===== src/rtl/fifo_push_arbiter.sv =====
// Round-robin arbiter sharing one FIFO write port; grant registered one cycle after the IDLE decision, then one dead cycle.
// Backpressure: Full in IDLE diverts to STALL (no push); sustained stall sets sticky Timeout. Optional FIFO_ARB_PRIO0_EN gives requester 0 strict priority.
module fifo_push_arbiter #(
    parameter int N_REQ       = 4,
    parameter int DW          = 4,
    parameter int STALL_LIMIT = 255,
    parameter int CW          = 8
) (
    input  logic                CLK,
    input  logic                rst,
    input  logic [N_REQ-1:0]    req,
    input  logic [N_REQ*DW-1:0] req_data,
    input  logic                Full,
    output logic                push,
    output logic [DW-1:0]       Data_In,
    output logic [N_REQ-1:0]    gnt,
    output logic                stall,
    output logic                Timeout
);

    localparam int LW = (N_REQ > 1) ? $clog2(N_REQ) : 1;

    typedef enum logic [1:0] {IDLE, GRANT, STALL} state_t;

    state_t          state;
    logic [LW-1:0]   last;
    logic [LW-1:0]   win;
    logic [CW-1:0]   stall_cnt;

    // Scan from the requester after the last winner, wrapping around.
    always_comb begin : pick
        logic          found;
        logic [LW-1:0] cand;
        win   = '0;
        found = 1'b0;
        cand  = '0;
        for (int k = 1; k <= N_REQ; k++) begin
            cand = LW'((int'(last) + k) % N_REQ);
            if (!found && req[cand]) begin
                win   = cand;
                found = 1'b1;
            end
        end
`ifdef FIFO_ARB_PRIO0_EN
        if (req[0]) begin
            win = '0;
        end
`endif
    end

    always_ff @(posedge CLK) begin
        if (rst) begin
            state     <= IDLE;
            push      <= 1'b0;
            Data_In   <= '0;
            gnt       <= '0;
            stall     <= 1'b0;
            Timeout   <= 1'b0;
            last      <= LW'(N_REQ - 1);
            stall_cnt <= '0;
        end else begin
            push <= 1'b0;
            gnt  <= '0;
            case (state)
                IDLE: begin
                    if (|req) begin
                        if (Full) begin
                            state     <= STALL;
                            stall     <= 1'b1;
                            stall_cnt <= '0;
                        end else begin
                            push    <= 1'b1;
                            Data_In <= req_data[int'(win)*DW +: DW];
                            gnt     <= N_REQ'(1) << win;
                            last    <= win;
                            state   <= GRANT;
                        end
                    end
                end
                // Dead cycle guarantees Full is settled at the next IDLE decision.
                GRANT: begin
                    state <= IDLE;
                end
                STALL: begin
                    if (stall_cnt != CW'(STALL_LIMIT)) begin
                        stall_cnt <= stall_cnt + 1'b1;
                    end else begin
                        Timeout <= 1'b1;
                    end
                    if (!Full) begin
                        state     <= IDLE;
                        stall     <= 1'b0;
                        stall_cnt <= '0;
                    end
                end
                default: begin
                    state <= IDLE;
                    stall <= 1'b0;
                end
            endcase
        end
    end

endmodule


===== config.mk =====
export PLATFORM = sky130hd
export DESIGN_NAME = fifo_push_arbiter
export DESIGN_NICKNAME = d
export VERILOG_FILES = /design/src/rtl/fifo_push_arbiter.sv
export SDC_FILE = /design/constraint.sdc
export NUM_CORES = 1
export LEC_CHECK = 0
export CAP_MARGIN = 10
export CORE_ASPECT_RATIO = 1.2
export CORE_MARGIN = 3
export CORE_UTILIZATION = 45
export DETAILED_ROUTE_END_ITERATION = 10
export PLACE_DENSITY = 0.85
export SYNTH_ARGS = -nofsm -noshare
export SYNTH_HDL_FRONTEND = slang
export SYNTH_SLANG_ARGS = --single-unit

===== constraint.sdc =====
create_clock -name CLK -period 4.3 [get_ports CLK]
set_clock_uncertainty 0.15 [all_clocks]
set_input_delay 0.645 -clock CLK [delete_from_list [all_inputs] [get_ports CLK]]
set_output_delay 0.645 -clock CLK [all_outputs]
set_load 0.02 [all_outputs]

==> metrics.txt, run 1 <==
status completed; die height 61.6 um; grt ovf 0; Synthesis Warnings 0; Sink Count 23; reg2reg setup slack 2.01 ns; Leak Pwr 0.000512 uW; area leader, netlist dfxtp_1; layout cells sized above 1 4.91%; via count 1088; worst hold-check path type register to register; final wirelength 2780 um; CP arrival 2.83 ns; Final Cell Area 1520 sq um; PortBufs 33; Critical Path Stages 6; Clk Latency, worst-skew pair 0.32 ns; syn_area_per_cell 8.83 sq um; Post-Syn Area 1160 sq um; Worst R2R Path Depth 5; Post-synth ARST share 0%; final setup fails 0; top cell type's share of synthesized area 39.8%; synthesized net count 155; Root Driver clkbuf_4; CTS tree done; initial antenna violation count 0; GRT Util Overall 19.1%; CTS Buf Count 3; IR Drop Worst-Case VDD 197 uV; Setup TNS Final 0 ns; most common cell in the netlist dfxtp_1; first-pass GRT wire length 4610 um; minimum clock period 2.73 ns; fillers 203; Top FF cell, synth dfxtp_1; Crit path max-delay family compound AO/OA/AOI/OAI gates; Fmax 366 MHz; Comb power frac 23.2%; Chip Width 52.3 um; post-synth cell types 43; vias in the first global route 1080; Mapped Cells 131; RSZ-0062 raised after global routing false; drt via density 5.61; max-slew violations 0; Seq cells post-synth 23; CP Launch Type primary input; register area share after synthesis 39.8%; CP max FO 13; Hold Fails Final Rpt 0; register area 460 sq um; sw power 124 uW; EDFF count, synth 0; Seq pwr share 53.1%; clock-pin slew on the worst setup and hold paths 0.13 ns; P_int 312 uW; Tightest Pin Transition 1.13 ns; total power 435 uW; Max clock buf depth 2; Placement Cell Area 1500 sq um; CP Cell Sequence clkdlybuf4s50_1, nand2b_1, a21boi_0, o21ai_1, mux2_1, o211ai_1; Hold Buf Count CTS 0; standard-cell row count 19; Slew headroom 24.3%; hpwl dp 2030 um; Antenna Cells 0; Initial DRC Count 26; period utilization 63.6%; IO Pins 34; max_cap viols 0; Worst path slowest cell o21ai_1; DRT Pass-1 Iters 4; GPL Wtd Cong 0.832; Core Util, Final 64.0%; Worst EP required 4.39 ns; P per Cell Area 286 nW/um^2; CP Class primary input to register; Die Area 3220 sq um; crit path buf inv count 1; H-tree levels 1; pin count of the biggest net entering global routing 14; DRT antenna net count 0; Starting Density 48.7%; DRC 0; Syn-to-layout area delta 31.5%; switching share of power 28.5%; Core ar. 2380 sq um; Nets 188; detailed-route wire length per cell 14.3 um; multi-input logic area 647 sq um; Hold Path Depth 2; Worst Setup End Kind register; Post-CTS Setup Bufs 0; Clock Power Share 23.7%; Post-CTS Resized 0; Synth top cells by count 23 x dfxtp_1, 15 x nor2_1, 11 x nand2_1; synth top area cells dfxtp_1 40%, nor2_1 4.9%, mux2i_1 4.3%; CP peak stage delay 0.87 ns
==> cell families (layout without fill, tap and decap cells) <==
family,after synthesis,after routing,synth area share (%)
xor gates and xnor gates,4,4,3.03
muxes,9,9,8.22
AOI/OAI and AO/OA,28,28,18.3
adders and majority gates,1,1,1.08
DFF,23,23,39.8
buffers and inverters,10,42,4.32
and+or+nand+nor,56,56,25.3
==> power groups by stage <==
stage / combinational [uW] / sequential (uW) / clock (uW)
2_1_floorplan: 49.3 / 243 / 0
3_3_place_gp: 97.1 / 235 / 0
3_5_place_dp: 100 / 236 / 0
4_1_cts: 101 / 231 / 105
5_1_grt: 110 / 233 / 114
6_report: 101 / 231 / 103
==> sequential cells by signal, indices dropped and copies added (netlist names) <==
name / flops
gnt: 4
stall_cnt: 8
Data_In: 4
state: 2
stall: 1
last: 2
Timeout: 1
push: 1
==> stage by stage <==
stage	cells	hold WS (ns)	setup slack (ns)
6_report	194	0.354	1.57
5_1_grt	194	0.366	1.44
4_1_cts	194	0.356	1.58
3_5_place_dp	190	0.331	1.25
3_3_place_gp	190	0.309	1.44
2_1_floorplan	131	0.318	2.17
==> layout by cell type (no fill, tap or decap), types with 3 or more instances in the layout <==
cell              n
clkdlybuf4s50_1  33
nand2_1          11
a21oi_1           5
xnor2_1           4
nand2b_1          3
nand3_1           8
mux2_1            4
nand3b_1          3
nor2_1           15
o211ai_1          4
dfxtp_1          23
mux2i_1           5
inv_1             5
clkbuf_4          3
nor2b_1           3
==> per-layer routing <==
layer | vias up | GRT usage, % | share of wire, %
li1 | 540 | - | -
met5 | - | 0 | 0
met3 | 10 | 1.21 | 2.8
met4 | 0 | 12.8 | 3.7
met1 | 512 | 25.4 | 44
met2 | 26 | 29.6 | 49
==> final cells by class <==
cell class	instances	area share, %
Clock buffer	4	1.73
Inverter	5	1.23
Multi-Input combinational cell	98	42.5
Sequential cell	23	30.3
Tap cell	31	2.55
Timing Repair Buffer	33	21.7
==> worst paths after layout <==
| kind | to | from |
|---|---|---|
| worst min-delay path | stall | stall |
| worst max-delay path | Data_In[2] | req[3] |
| worst min register to register | stall | stall |
| worst max register to register | Data_In[2] | last[1] |
==> worst register-to-register path, delay by kind of cell, from the launching register on <==
kind            cells  cell delay [ns]
flops               1             0.46
compound gates      3             1.07
mux                 1             0.40
simple gates        1             0.13
(Power assumes the default switching activity.)
==> run 2: changes to the inputs <==
CORE_UTILIZATION = 42   (was 45)
PLACE_DENSITY = 0.83   (was 0.85)
clock period = 2.4 ns   (was 4.3 ns; I/O delays follow)
==> run 2 against run 1 <==
  * Setup slack lost 1.2 ns
  * Cell count up 4.1%
  * Via count is 1.5% higher
  * Sequential power is 79% higher
  * Critical endpoint is now Data_In[1]
  * Largest power group unchanged
==> metrics.txt, run 2 (same netlist as run 1, synthesis figures left out) <==
H-tree levels 1 (unchanged); DRC 0 (unchanged); Die Area 3420 sq um (+6.4%); final setup fails 0 (unchanged); register with the most flip-flops stall_cnt; Antenna Cells 0 (unchanged); total power 782 uW (+80%); P per Cell Area 498 nW/um^2 (+74%); clock-pin slew on the worst setup and hold paths 0.12 ns (about the same); grt ovf 0 (unchanged); Hold Buf Count CTS 0 (unchanged); Clk Latency, worst-skew pair 0.31 ns (about the same); Hold Fails Final Rpt 0 (unchanged); max-slew violations 0 (unchanged); Sink Count 23 (unchanged); Nets 194 (+3.2%); metal3 WL 140 um (+79%); max reg flops 8 (unchanged); top flop regs stall_cnt (8), Data_In (4), gnt (4); IR Drop Worst-Case VDD 329 uV (+67%); status completed; first-pass GRT wire length 4540 um (-1.5%); PortBufs 33 (unchanged); standard-cell row count 20 (+1); Tightest Pin Transition 0.633 ns (-0.496 ns); hold slack 0.339 ns (-0.0150 ns); Starting Density 44.9% (-3.8 points); die height 63.5 um (+3.2%); Fmax 493 MHz; Final Cell Area 1570 sq um (+3.2%); Chip Width 53.9 um (+3.1%); Max Used Layer met4; most common cell after layout, fill and taps aside clkdlybuf4s50_1; DRT antenna net count 0 (unchanged); WL met2 1380 um (+0.80%); CP max FO 6 (-7); period utilization 84.6%; final wirelength 2740 um (-1.7%); Leak Pwr 0.000544 uW (+6.1%); Placement Cell Area 1540 sq um (+3.2%); Post-CTS Setup Bufs 0 (unchanged); WL met1 1160 um (-5.6%); DRT Pass-1 Iters 4 (unchanged); minimum clock period 2.03 ns; via count 1104 (+1.5%); hpwl dp 2070 um (+2.0%); RSZ-0062 raised after global routing false; CTS Buf Count 3 (unchanged); vias in the first global route 1031 (-4.5%); Post-CTS Resized 0 (unchanged); Setup TNS Final 0 ns (unchanged); worst hold-check path type register to register; CP Class primary input to register; Worst Setup End Kind register; detailed-route wire length per cell 13.5 um (-5.6%); CTS tree done; CP arrival 2.12 ns (-0.71 ns); Max clock buf depth 2 (unchanged); Initial DRC Count 55 (+110%); Root Driver clkbuf_4; Slew headroom 57.2% (+33 points); Worst EP required 2.49 ns (-1.90 ns); max_cap viols 0 (unchanged); commonest non-fill, non-tap cells in the layout 33 x clkdlybuf4s50_1, 23 x dfxtp_1, 15 x nor2_1; GPL Wtd Cong 0.800 (-4.0%); Core ar. 2580 sq um (+8.4%); Core Util, Final 60.9% (-3.1 points); Syn-to-layout area delta 35.7%; pin count of the biggest net entering global routing 14 (unchanged); layout cells sized above 1 8.88% (+4.0 points); initial antenna violation count 0 (unchanged); drt via density 5.47 (-2.5%); IO Pins 34 (unchanged); GRT Util Overall 17.4% (-1.6 points); CP Launch Type primary input
-- run 2: cell count changes in the layout (fill, tap and decap cells not counted), sizes merged --
cell,before,now
clkinv,0,1
buf,0,6
clkbuf,4,3
-- run 2: final timing paths --
kind	startpoint	endpoint	slack (ns)	cells after the start
hold / removal	stall	stall	0.34	2
hold reg to reg	stall	stall	0.34	2
setup / recovery	req[0]	Data_In[1]	0.37	6
setup reg to reg	stall_cnt[0]	stall_cnt[6]	0.45	6
-- run 2: power breakdown --
group | switching, uW | leakage [uW] | internal (uW) | total [uW]
Sequential | 14.1 | 0.000187 | 400 | 414
Clock | 116 | 0.0000177 | 62.4 | 179
Combinational | 88.9 | 0.000339 | 100 | 189
Total | 219 | 0.000544 | 563 | 782
-- run 2: area by class of cell --
cell class	count	area [sq um]
fillers	218	1010
multi-input cells	98	647
flip-flops and latches	23	460
repair buffers	39	375
well taps	33	41.3
clock buffers	3	22.5
inverters	5	18.8
clock inverters	1	5.00
-- run 2: per-stage QoR --
step	cells	setup WS (ns)
2_1_floorplan	131	0.553
3_3_place_gp	198	0.0889
3_5_place_dp	198	0.0392
4_1_cts	202	0.366
5_1_grt	202	0.253
6_report	202	0.370
-- run 2: per-layer routing --
layer  up-vias  GRT usage, %
met5         -             0
met4         0          8.31
met3         5          2.60
met2        39          27.4
met1       507          22.4
li1        553             -
-- run 2: worst max-delay path, stage by stage --
cell and delay, ns:
clkdlybuf4s50_1 0.45, or4_1 0.63, and3_1 0.23, nor2_1 0.25, nand2_1 0.09, o211ai_1 0.10
==> run 3: changes to the inputs <==
CORE_UTILIZATION = 45   (was 42)
PLACE_DENSITY = 0.85   (was 0.83)
clock period = 2 ns   (was 2.4 ns; I/O delays follow)
==> run 3 against run 2 <==
  * Clock power is 18% higher
  * Sequential cell count stayed put
  * Sequential power is 20% higher
  * Sequential share of layout area is 1.1 points lower
  * Combinational power is 31% higher
  * Cell area is 4.1% higher
  * Non-clock buffer count is 9 higher
  * Register-to-register slack worse by 0.36 ns
  * Clock-buffer cell count is 1 higher
  * Worst hold slack better by 0.0032 ns
  * Die area is 6.0% lower
  * Via count is 2.2% higher
==> metrics.txt, run 3 (same netlist as run 1, synthesis figures left out) <==
CP arrival 1.99 ns (-0.13 ns); hpwl dp 2270 um (+9.5%); max reg flops 8 (unchanged); final wirelength 2900 um (+6.1%); RSZ-0062 raised after global routing false; Starting Density 48.7% (+3.8 points); commonest non-fill, non-tap cells in the layout 33 x clkdlybuf4s50_1, 22 x dfxtp_1, 15 x nor2_1, 15 x buf_4, 11 x nand2_1; GRT Util Overall 19.3% (+1.9 points); Tightest Pin Transition 0.742 ns (+0.110 ns); period utilization 96.4%; minimum clock period 1.93 ns; pin count of the biggest net entering global routing 13 (-1); reg2reg setup slack 0.09 ns (-0.36 ns); IO Pins 34 (unchanged); hold wc startpoint stall; Worst EP required 2.06 ns (-0.43 ns); FF-to-FF End stall_cnt[6]; Core ar. 2380 sq um (-7.8%); Root Driver clkbuf_4; Hold Path Depth 2 (unchanged); Leak Pwr 0.000585 uW (+7.7%); grt ovf 0 (unchanged); worst hold-check path type register to register; Post-CTS Setup Bufs 0 (unchanged); GPL Wtd Cong 0.834 (+4.3%); DRT Pass-1 Iters 4 (unchanged); CP Class primary input to register; max-slew violations 0 (unchanged); Worst Setup End Kind register; PortBufs 33 (unchanged); drt via density 5.40 (-1.2%); layout cells sized above 1 13.5% (+4.6 points); Fmax 519 MHz; Clk Latency, worst-skew pair 0.31 ns (about the same); standard-cell row count 19 (-5.0%); Setup TNS Final 0 ns (unchanged); initial antenna violation count 0 (unchanged); status completed; P per Cell Area 585 nW/um^2 (+17%); Antenna Cells 0 (unchanged); Core Util, Final 68.8% (+7.9 points); Nets 203 (+4.6%); Sink Count 23 (unchanged); IR Drop Worst-Case VDD 602 uV (+83%); Slew headroom 49.7% (-7.4 points); max_cap viols 0 (unchanged); Initial DRC Count 16 (-71%); Max clock buf depth 2 (unchanged); final setup fails 0 (unchanged); detailed-route wire length per cell 13.9 um (+2.5%); Hold EP stall; most common cell after layout, fill and taps aside clkdlybuf4s50_1; Hold Fails Final Rpt 0 (unchanged); H-tree levels 1 (unchanged); DRC 0 (unchanged); top flop regs stall_cnt (8), Data_In (4), gnt (4); Chip Width 52.3 um (-3.0%); CTS Buf Count 3 (unchanged); post-route setup slack 0.0726 ns (-0.297 ns); DRT antenna net count 0 (unchanged); CP Launch Type primary input; FF-to-FF Start stall_cnt[1]; dpl ws -0.256 ns (-0.295 ns); Die Area 3220 sq um (-6.0%); Worst R2R Path Depth 6 (unchanged); vias in the first global route 1101 (+6.8%); via count 1128 (+2.2%); register with the most flip-flops stall_cnt; clock-pin slew on the worst setup and hold paths 0.13 ns (about the same); CTS tree done; die height 61.6 um (-3.1%); first-pass GRT wire length 4790 um (+5.5%); CP max FO 4 (-2); Syn-to-layout area delta 41.3%
-- run 3: cell count changes in the layout (fill, tap and decap cells not counted), sizes merged --
cell	change
buf	+9
clkbuf	+1
clkinv	-1
-- run 3: final cells by class --
type,instances,area [sq um]
multi-input cells,98,647
fillers,191,742
repair buffers,48,443
well taps,31,38.8
flip-flops and latches,23,462
inverters,5,18.8
clock buffers,4,26.3
-- run 3: through the flow --
stage / instance area, sq um / hold slack [ns] / cells / total power, uW
floorplan: 1160 / 0.318 / 131 / 628
global placement: 1610 / 0.309 / 205 / 746
detailed placement: 1610 / 0.326 / 205 / 755
CTS: 1630 / 0.350 / 209 / 967
global route: 1640 / 0.391 / 209 / 1010
finish: 1640 / 0.342 / 209 / 956
-- run 3: worst max-delay path, stage by stage --
cell and delay [ns]:
clkdlybuf4s50_1 0.42, or4_1 0.62, and3_1 0.22, or2_1 0.23, o22a_1 0.20
-- run 3: what timing repair did --
item,4_1_cts,5_1_grt
setup endpoints to repair,0,2
hold buffers,0,0
resized for setup,0,1
-- run 3: power by group --
| group | total, uW | switching, uW | internal [uW] |
|---|---|---|---|
| Combinational | 248 | 111 | 137 |
| Clock | 211 | 133 | 77.7 |
| Sequential | 497 | 16.5 | 480 |
-- run 3: layer usage --
| metal | wire (um) | global-route usage (%) |
|---|---|---|
| met5 | 0 | 0 |
| met4 | 52 | 8.76 |
| met2 | 1490 | 33.0 |
| met1 | 1270 | 25.1 |
| met3 | 86 | 0.969 |
-- run 3: how the worst max path moves through the flow --
| stage | cells past startpoint | startpoint | to | slack (ns) |
|---|---|---|---|---|
| finish | 5 | req[1] | last[0] | 0.07 |
| global route | 6 | stall_cnt[0] | stall_cnt[6] | 0.004 |
| CTS | 6 | stall_cnt[0] | stall_cnt[6] | 0.08 |
| detailed placement | 5 | req[1] | last[0] | -0.26 |
| global placement | 5 | req[1] | last[0] | -0.19 |
| floorplan | 7 | req[1] | Data_In[1] | 0.21 |
